**src/rtl/capture_sequencer.sv**
```systemverilog
`default_nettype none
// ============================================================================
//  Module   : capture_sequencer
//  Brief    : Sample-capture controller. Generates the decimated SRAM write
//             strobe and circular write address, gates trigger acceptance by
//             pre-trigger fill, counts the post-trigger window and reports
//             completion plus the trigger address.
//  Revision : 1.0  initial release
// ============================================================================
module capture_sequencer #(
   parameter int ADDR_W = 18,
   parameter int DEC_W  = 24
) (
   input  logic              CLK,
   input  logic              nRST,
   input  logic              Start_Write_s,
   input  logic              Enable_Trigger,
   input  logic              Trigger_event,
   input  logic [DEC_W-1:0]  Decimation,
   input  logic [ADDR_W-1:0] WIN_DATA,
   input  logic [7:0]        Delay,
   output logic [ADDR_W-1:0] SRAM_ADDR,
   output logic              SRAM_WE,
   output logic              Triggered,
   output logic [ADDR_W-1:0] Trigger_Addr,
   output logic              Capture_Done,
   output logic [2:0]        State
);

   localparam logic [2:0] c_ST_IDLE  = 3'd0;
   localparam logic [2:0] c_ST_PRE   = 3'd1;
   localparam logic [2:0] c_ST_ARMED = 3'd2;
   localparam logic [2:0] c_ST_POST  = 3'd3;
   localparam logic [2:0] c_ST_DONE  = 3'd4;

   logic [2:0]        r_state;
   logic [2:0]        w_next_state;
   logic              r_start_d;
   logic [DEC_W-1:0]  r_div_cnt;
   logic [7:0]        r_pre_cnt;
   logic [ADDR_W-1:0] r_post_cnt;
   logic [ADDR_W-1:0] r_addr;
   logic              r_we;
   logic              r_trig;
   logic [ADDR_W-1:0] r_trig_addr;
   logic              r_done;

   logic              w_start_edge;
   logic              w_running;
   logic              w_div_hit;
   logic              w_accept;
   logic              w_post_full;
   logic              w_tick;
   logic              w_pre_last;

   // State register
   always_ff @(posedge CLK) begin
      if (!nRST) begin
         r_state <= c_ST_IDLE;
      end else begin
         r_state <= w_next_state;
      end
   end

   // Next-state decode; a dropped run level always wins over progress
   always_comb begin
      w_next_state = r_state;
      case (r_state)
         c_ST_IDLE: begin
            if (w_start_edge) begin
               w_next_state = (Delay != 8'd0) ? c_ST_PRE : c_ST_ARMED;
            end
         end
         c_ST_PRE: begin
            if (!Start_Write_s)  w_next_state = c_ST_IDLE;
            else if (w_pre_last) w_next_state = c_ST_ARMED;
         end
         c_ST_ARMED: begin
            if (!Start_Write_s) w_next_state = c_ST_IDLE;
            else if (w_accept)  w_next_state = c_ST_POST;
         end
         c_ST_POST: begin
            if (!Start_Write_s)   w_next_state = c_ST_IDLE;
            else if (w_post_full) w_next_state = c_ST_DONE;
         end
         c_ST_DONE: begin
            if (!Start_Write_s) w_next_state = c_ST_IDLE;
         end
         default: w_next_state = c_ST_IDLE;
      endcase
   end

   // Control decode: start edge, sample tick, trigger acceptance, window end.
   // Once the post window is full no further tick is issued, and with an
   // empty window a tick coincident with acceptance would be a post sample,
   // so it is suppressed too.
   always_comb begin
      w_start_edge = (r_state == c_ST_IDLE) && Start_Write_s && !r_start_d;
      w_running    = (r_state == c_ST_PRE) || (r_state == c_ST_ARMED) ||
                     (r_state == c_ST_POST);
      w_div_hit    = w_running && (r_div_cnt == Decimation);
      w_accept     = (r_state == c_ST_ARMED) && Start_Write_s &&
                     (!Enable_Trigger || Trigger_event);
      w_post_full  = (r_state == c_ST_POST) && (r_post_cnt >= WIN_DATA);
      w_tick       = w_div_hit && !w_post_full &&
                     !(w_accept && (WIN_DATA == '0));
      w_pre_last   = (r_state == c_ST_PRE) && w_tick &&
                     (({1'b0, r_pre_cnt} + 9'd1) >= {1'b0, Delay});
   end

   // Datapath: divider, counters, write strobe/address and status flags
   always_ff @(posedge CLK) begin
      if (!nRST) begin
         r_start_d   <= 1'b0;
         r_div_cnt   <= '0;
         r_pre_cnt   <= 8'd0;
         r_post_cnt  <= '0;
         r_addr      <= '0;
         r_we        <= 1'b0;
         r_trig      <= 1'b0;
         r_trig_addr <= '0;
         r_done      <= 1'b0;
      end else begin
         r_start_d <= Start_Write_s;
         r_we      <= w_tick;
         // The address advances as each write cycle ends, wrapping freely
         if (r_we) begin
            r_addr <= r_addr + ADDR_W'(1);
         end
         if (w_start_edge) begin
            r_div_cnt   <= '0;
            r_pre_cnt   <= 8'd0;
            r_post_cnt  <= '0;
            r_addr      <= '0;
            r_trig      <= 1'b0;
            r_trig_addr <= '0;
            r_done      <= 1'b0;
         end else begin
            if (w_running) begin
               r_div_cnt <= w_div_hit ? '0 : r_div_cnt + DEC_W'(1);
            end
            if ((r_state == c_ST_PRE) && w_tick) begin
               r_pre_cnt <= r_pre_cnt + 8'd1;
            end
            if (w_accept) begin
               r_trig      <= 1'b1;
               // Next write address: skip over a write still in flight
               r_trig_addr <= r_we ? r_addr + ADDR_W'(1) : r_addr;
               r_post_cnt  <= w_tick ? ADDR_W'(1) : '0;
            end else if ((r_state == c_ST_POST) && w_tick) begin
               r_post_cnt <= r_post_cnt + ADDR_W'(1);
            end
            if (w_post_full && Start_Write_s) begin
               r_done <= 1'b1;
            end
         end
      end
   end

   assign SRAM_ADDR    = r_addr;
   assign SRAM_WE      = r_we;
   assign Triggered    = r_trig;
   assign Trigger_Addr = r_trig_addr;
   assign Capture_Done = r_done;
   assign State        = r_state;

endmodule
`default_nettype wire

```
**config.mk**
```make
export PLATFORM = sky130hd
export DESIGN_NAME = capture_sequencer
export DESIGN_NICKNAME = d
export VERILOG_FILES = /design/src/rtl/capture_sequencer.sv
export SDC_FILE = /design/constraint.sdc
export NUM_CORES = 1
export LEC_CHECK = 0
export CORE_UTILIZATION = 35
export CTS_CLUSTER_DIAMETER = 80
export DETAILED_ROUTE_END_ITERATION = 8
export PLACE_DENSITY = 0.63
export SETUP_SLACK_MARGIN = 0.5
export SYNTH_ARGS = -nofsm -noshare
export SYNTH_HDL_FRONTEND = slang
export SYNTH_SLANG_ARGS = --single-unit
```
**constraint.sdc**
```tcl
create_clock -name CLK -period 2.3 [get_ports CLK]
set_input_delay 0.46 -clock CLK [delete_from_list [all_inputs] [get_ports CLK]]
set_output_delay 0.46 -clock CLK [all_outputs]
set_load 0.01 [all_outputs]
```
==> results.sh <==
export IMPL_reg2reg_depth=11
export IMPL_p_switching_mw=1.41
export IMPL_nFillCells=1223
export IMPL_fin_tns_setup_ns=-0.180
export IMPL_regArea_mm2=0.00191
export IMPL_overflow=0
export IMPL_syn_area_mm2=0.00513
export IMPL_clockBufferDepth=2
export IMPL_dp_hpwl_mm=10.8
export IMPL_relSlewSlack=0.704
export IMPL_synth_edf_count=0
export IMPL_layout_nets=874
export IMPL_r2r_end="State[0]$_SDFFE_PN0P_"
export IMPL_drv_slew=0
export IMPL_critPathRequiredTime_ns=2.52
export IMPL_tightest_slew_ns=0.443
export IMPL_cts_sinks=93
export IMPL_synth_fp_nets=689
export IMPL_antenna_found_initial=1
export IMPL_crit_family="compound AO/OA/AOI/OAI gates"
export IMPL_drc_errors=0
export IMPL_min_to="Triggered$_SDFFE_PP0P_"
export IMPL_hp_start="Triggered$_SDFFE_PP0P_"
export IMPL_std_cell_rows=43
export IMPL_whs_ns=0.471
export IMPL_layout_setup_ws_ns=-0.0540
export IMPL_crit_fanout=3
export IMPL_fmax_ghz=0.425
export IMPL_cts_tree="yes"
export IMPL_num_vias=5116
export IMPL_final_core_util=0.582
export IMPL_critical_path_max_stage_delay_ns=0.33
export IMPL_die_x_um=123
export IMPL_synth_ff_type="dfxtp_1"
export IMPL_cpMostUsedCell="nand2_1"
export IMPL_cp_depth=11
export IMPL_drive_gt1_frac=0.340
export IMPL_end_kind="register"
export IMPL_drtPass1Iterations=4
export IMPL_start_util=0.364
export IMPL_die_area_mm2=0.0152
export IMPL_wirelength_mm=15.2
export IMPL_grt_use_total=0.206
export IMPL_dp_cells=925
export IMPL_power_density_mw_per_mm2=551
export IMPL_p_int_mw=3.12
export IMPL_leakagePower_nw=3.41
export IMPL_ir_drop_mv=0.354
export IMPL_cp_arrival_ns=2.58
export IMPL_cts_root_buffer="clkbuf_16"
export IMPL_core_area_mm2=0.0141
export IMPL_cts_made_buffers=9
export IMPL_ys_async_sr_fraction=0
export IMPL_grt_max_degree=27
export IMPL_post_route_min_period_ns=2.35
export IMPL_cap_viol_max_count=0
export IMPL_combPwrFrac=0.280
export IMPL_reg2reg_from="r_pre_cnt[1]$_SDFFE_PP0P_"
export IMPL_synth_seq_area_share=0.363
export IMPL_grt_pass1_wl_mm=24.4
export IMPL_p_clk_frac=0.335
export IMPL_cp_start_kind="register"
export IMPL_status="finished with violations"
export IMPL_swShare=0.311
export IMPL_clkTransAtPathRegs_ns=0.07
export IMPL_worst_r2r_setup_slack_ns=-0.05
export IMPL_port_buffer_count=96
export IMPL_die_h_um=123
export IMPL_yosysWarnings=0
export IMPL_drtIter0Drc=140
export IMPL_worstHoldPathType="reg2reg"
export IMPL_worst_path_max_delay_cell="dfxtp_2"
export IMPL_whs_path_depth=2
export IMPL_synthToLayoutAreaGrowth_pct=59.9
export IMPL_rsz0062_at_grt="true"
export IMPL_vias_per_cell=5.25
export IMPL_syn_area_per_cell_um2=8.50
export IMPL_hold_viol=0
export IMPL_final_antenna_net_count=0
export IMPL_ys_types=47
export IMPL_period_share=1.02
export IMPL_path_buf_inv=0
export IMPL_pwr_share_seq=0.384
export IMPL_final_cells=975
export IMPL_violations="negative setup slack"
export IMPL_critPathKind="reg2reg"
export IMPL_htreeDepth=3
export IMPL_wl_per_cell_um=15.6
export IMPL_clock_skew_ns=0.00577
export IMPL_multi_input_area_mm2=0.00379
export IMPL_num_io_pins=97
export IMPL_clk_latency_ns=0.34
export IMPL_crit_chain="ha_2, and3_4, xor2_1, ha_1, nand3_1, nand2_1, a41oi_1, o211a_1, a311o_1, o311ai_2, nand2_1"
export IMPL_syn_inst=604
export IMPL_synth_seq_cells=93
export IMPL_setup_viol=9
export IMPL_grt_pass1_vias=5155
export IMPL_place_congestion=0.877
## synthesized netlist by cell type, types with 2 or more instances
| cell | number | area, um^2 |
|---|---|---|
| and3_1 | 15 | 93.8 |
| inv_1 | 33 | 124 |
| and2_1 | 6 | 37.5 |
| dfxtp_1 | 93 | 1860 |
| a21o_1 | 3 | 22.5 |
| nand3_1 | 39 | 195 |
| xor2_1 | 61 | 534 |
| nor2_1 | 62 | 233 |
| nor3_1 | 9 | 45.0 |
| a21boi_0 | 2 | 15.0 |
| and3b_1 | 3 | 26.3 |
| xnor2_1 | 12 | 105 |
| a311o_1 | 2 | 20.0 |
| a31oi_1 | 2 | 12.5 |
| nand4_1 | 23 | 144 |
| nor4_2 | 3 | 37.5 |
| a2111o_1 | 9 | 101 |
| and4_1 | 7 | 61.3 |
| clkbuf_1 | 13 | 48.8 |
| a21oi_1 | 30 | 150 |
| nand4b_1 | 2 | 17.5 |
| mux2i_1 | 5 | 50.1 |
| nor2b_1 | 4 | 25.0 |
| o21ai_0 | 18 | 90.1 |
| or3_1 | 10 | 62.6 |
| o22a_1 | 10 | 87.6 |
| buf_2 | 6 | 30.0 |
| o2111ai_1 | 9 | 78.8 |
| ha_1 | 30 | 375 |
| nand2b_1 | 6 | 37.5 |
| nor4_1 | 11 | 68.8 |
| a211oi_1 | 2 | 15.0 |
| nand2_1 | 50 | 188 |
## cell type report
type                            instances  share of cell area
Multi-Input combinational cell        457               0.462
Sequential cell                        93               0.233
Timing Repair Buffer                  195               0.225
Clock buffer                           10              0.0279
Tap cell                              180              0.0274
Inverter                               33              0.0163
Clock inverter                          6             0.00869
Antenna cell                            1            0.000305
## worst register-to-register path: stages, from the launching register on
cell and delay (ns):
dfxtp_2 0.33, ha_2 0.20, and3_4 0.19, xor2_1 0.14, ha_1 0.29, nand3_1 0.07
nand2_1 0.06, a41oi_1 0.04, o211a_1 0.28, a311o_1 0.31, o311ai_2 0.24, nand2_1 0.08
## per-stage QoR
stage / total power, mW / instance area [um^2] / setup WS, ns
4_1_cts: 4.49 / 8010 / -0.0720
6_report: 4.52 / 8210 / -0.0540
3_5_place_dp: 2.81 / 7040 / -0.611
5_1_grt: 4.73 / 8210 / -0.194
2_1_floorplan: 2.31 / 5470 / 0.0858
3_3_place_gp: 2.79 / 7040 / -0.525
## power groups by stage
stage	Combinational [mW]	Sequential [mW]	Clock [mW]
after floorplan	0.511	1.80	0
after global placement	1.01	1.78	0
after detailed placement	1.03	1.78	0
after CTS	1.21	1.74	1.54
after global routing	1.37	1.74	1.61
final	1.27	1.74	1.52
## kinds of logic (layout without fill, tap and decap cells)
| kind of cell | count (synthesis) | count (layout) | share of synthesized area |
|---|---|---|---|
| and+or+nand+nor | 253 | 253 | 0.254 |
| AOI/OAI and AO/OA | 96 | 96 | 0.133 |
| DFF | 93 | 93 | 0.363 |
| xor gates and xnor gates | 73 | 73 | 0.125 |
| buffers and inverters | 54 | 244 | 0.0427 |
| adders and majority gates | 30 | 30 | 0.0731 |
| muxes | 5 | 5 | 0.00975 |
| other | 0 | 1 | 0 |
## registers in the layout (all words and copies together) (netlist names)
signal / flops
SRAM_WE: 1
r_post_cnt: 18
Trigger_Addr: 18
SRAM_ADDR: 18
r_div_cnt: 24
Triggered: 1
r_pre_cnt: 8
r_start_d: 1
Capture_Done: 1
State: 3
## worst max path at each step
stage,endpoint,startpoint,slack (ns)
6_report,State[0]$_SDFFE_PN0P_,r_pre_cnt[1]$_SDFFE_PP0P_,-0.05
5_1_grt,State[0]$_SDFFE_PN0P_,r_pre_cnt[0]$_SDFFE_PP0P_,-0.19
4_1_cts,State[0]$_SDFFE_PN0P_,r_pre_cnt[0]$_SDFFE_PP0P_,-0.07
3_5_place_dp,r_post_cnt[12]$_SDFFE_PP0P_,WIN_DATA[8],-0.61
3_3_place_gp,r_post_cnt[17]$_SDFFE_PP0P_,WIN_DATA[8],-0.52
2_1_floorplan,State[0]$_SDFFE_PN0P_,r_pre_cnt[0]$_SDFFE_PP0P_,0.09
## routing by layer
layer / track usage / part of all wire / vias up
met1: 0.246 / 0.43 / 2451
met3: 0.0337 / 0.048 / 20
met4: 0.0768 / 0.018 / 0
met2: 0.367 / 0.50 / 115
met5: 0 / 0 / -
li1: - / - / 2530
## placed cells by master (no fill, tap or decap), types with 5 or more instances in the layout
cell	synthesis	layout
buf_12	0	5
nor2_4	0	17
a21oi_2	0	9
and4_1	7	6
o2111ai_2	0	8
a21oi_1	30	19
nor3_1	9	5
o21ai_0	18	13
or3_1	10	9
and3_4	0	6
clkdlybuf4s15_2	0	5
nand4_1	23	23
nor4_1	11	8
a2111o_1	9	9
buf_4	0	78
ha_1	30	18
mux2i_1	5	5
xnor2_1	12	11
inv_1	33	21
xor2_1	61	50
dlygate4sd2_1	0	34
buf_6	1	12
and2_1	6	5
ha_4	0	10
nand3_2	0	8
nand2_1	50	46
dfxtp_1	93	65
nor2_1	62	43
clkbuf_16	0	9
dfxtp_4	0	5
dfxtp_2	0	23
clkdlybuf4s50_1	0	51
and3_1	15	9
inv_2	0	10
o22a_1	10	10
nand3_1	39	31
xor2_2	0	11
## repair_timing
action,CTS,global route
pin swaps,41,20
hold buffers,0,0
cloned,4,0
setup buffers,22,7
setup endpoints to repair,88,68
resized for setup,162,45
Note: power is estimated with default switching activity, not from simulation.
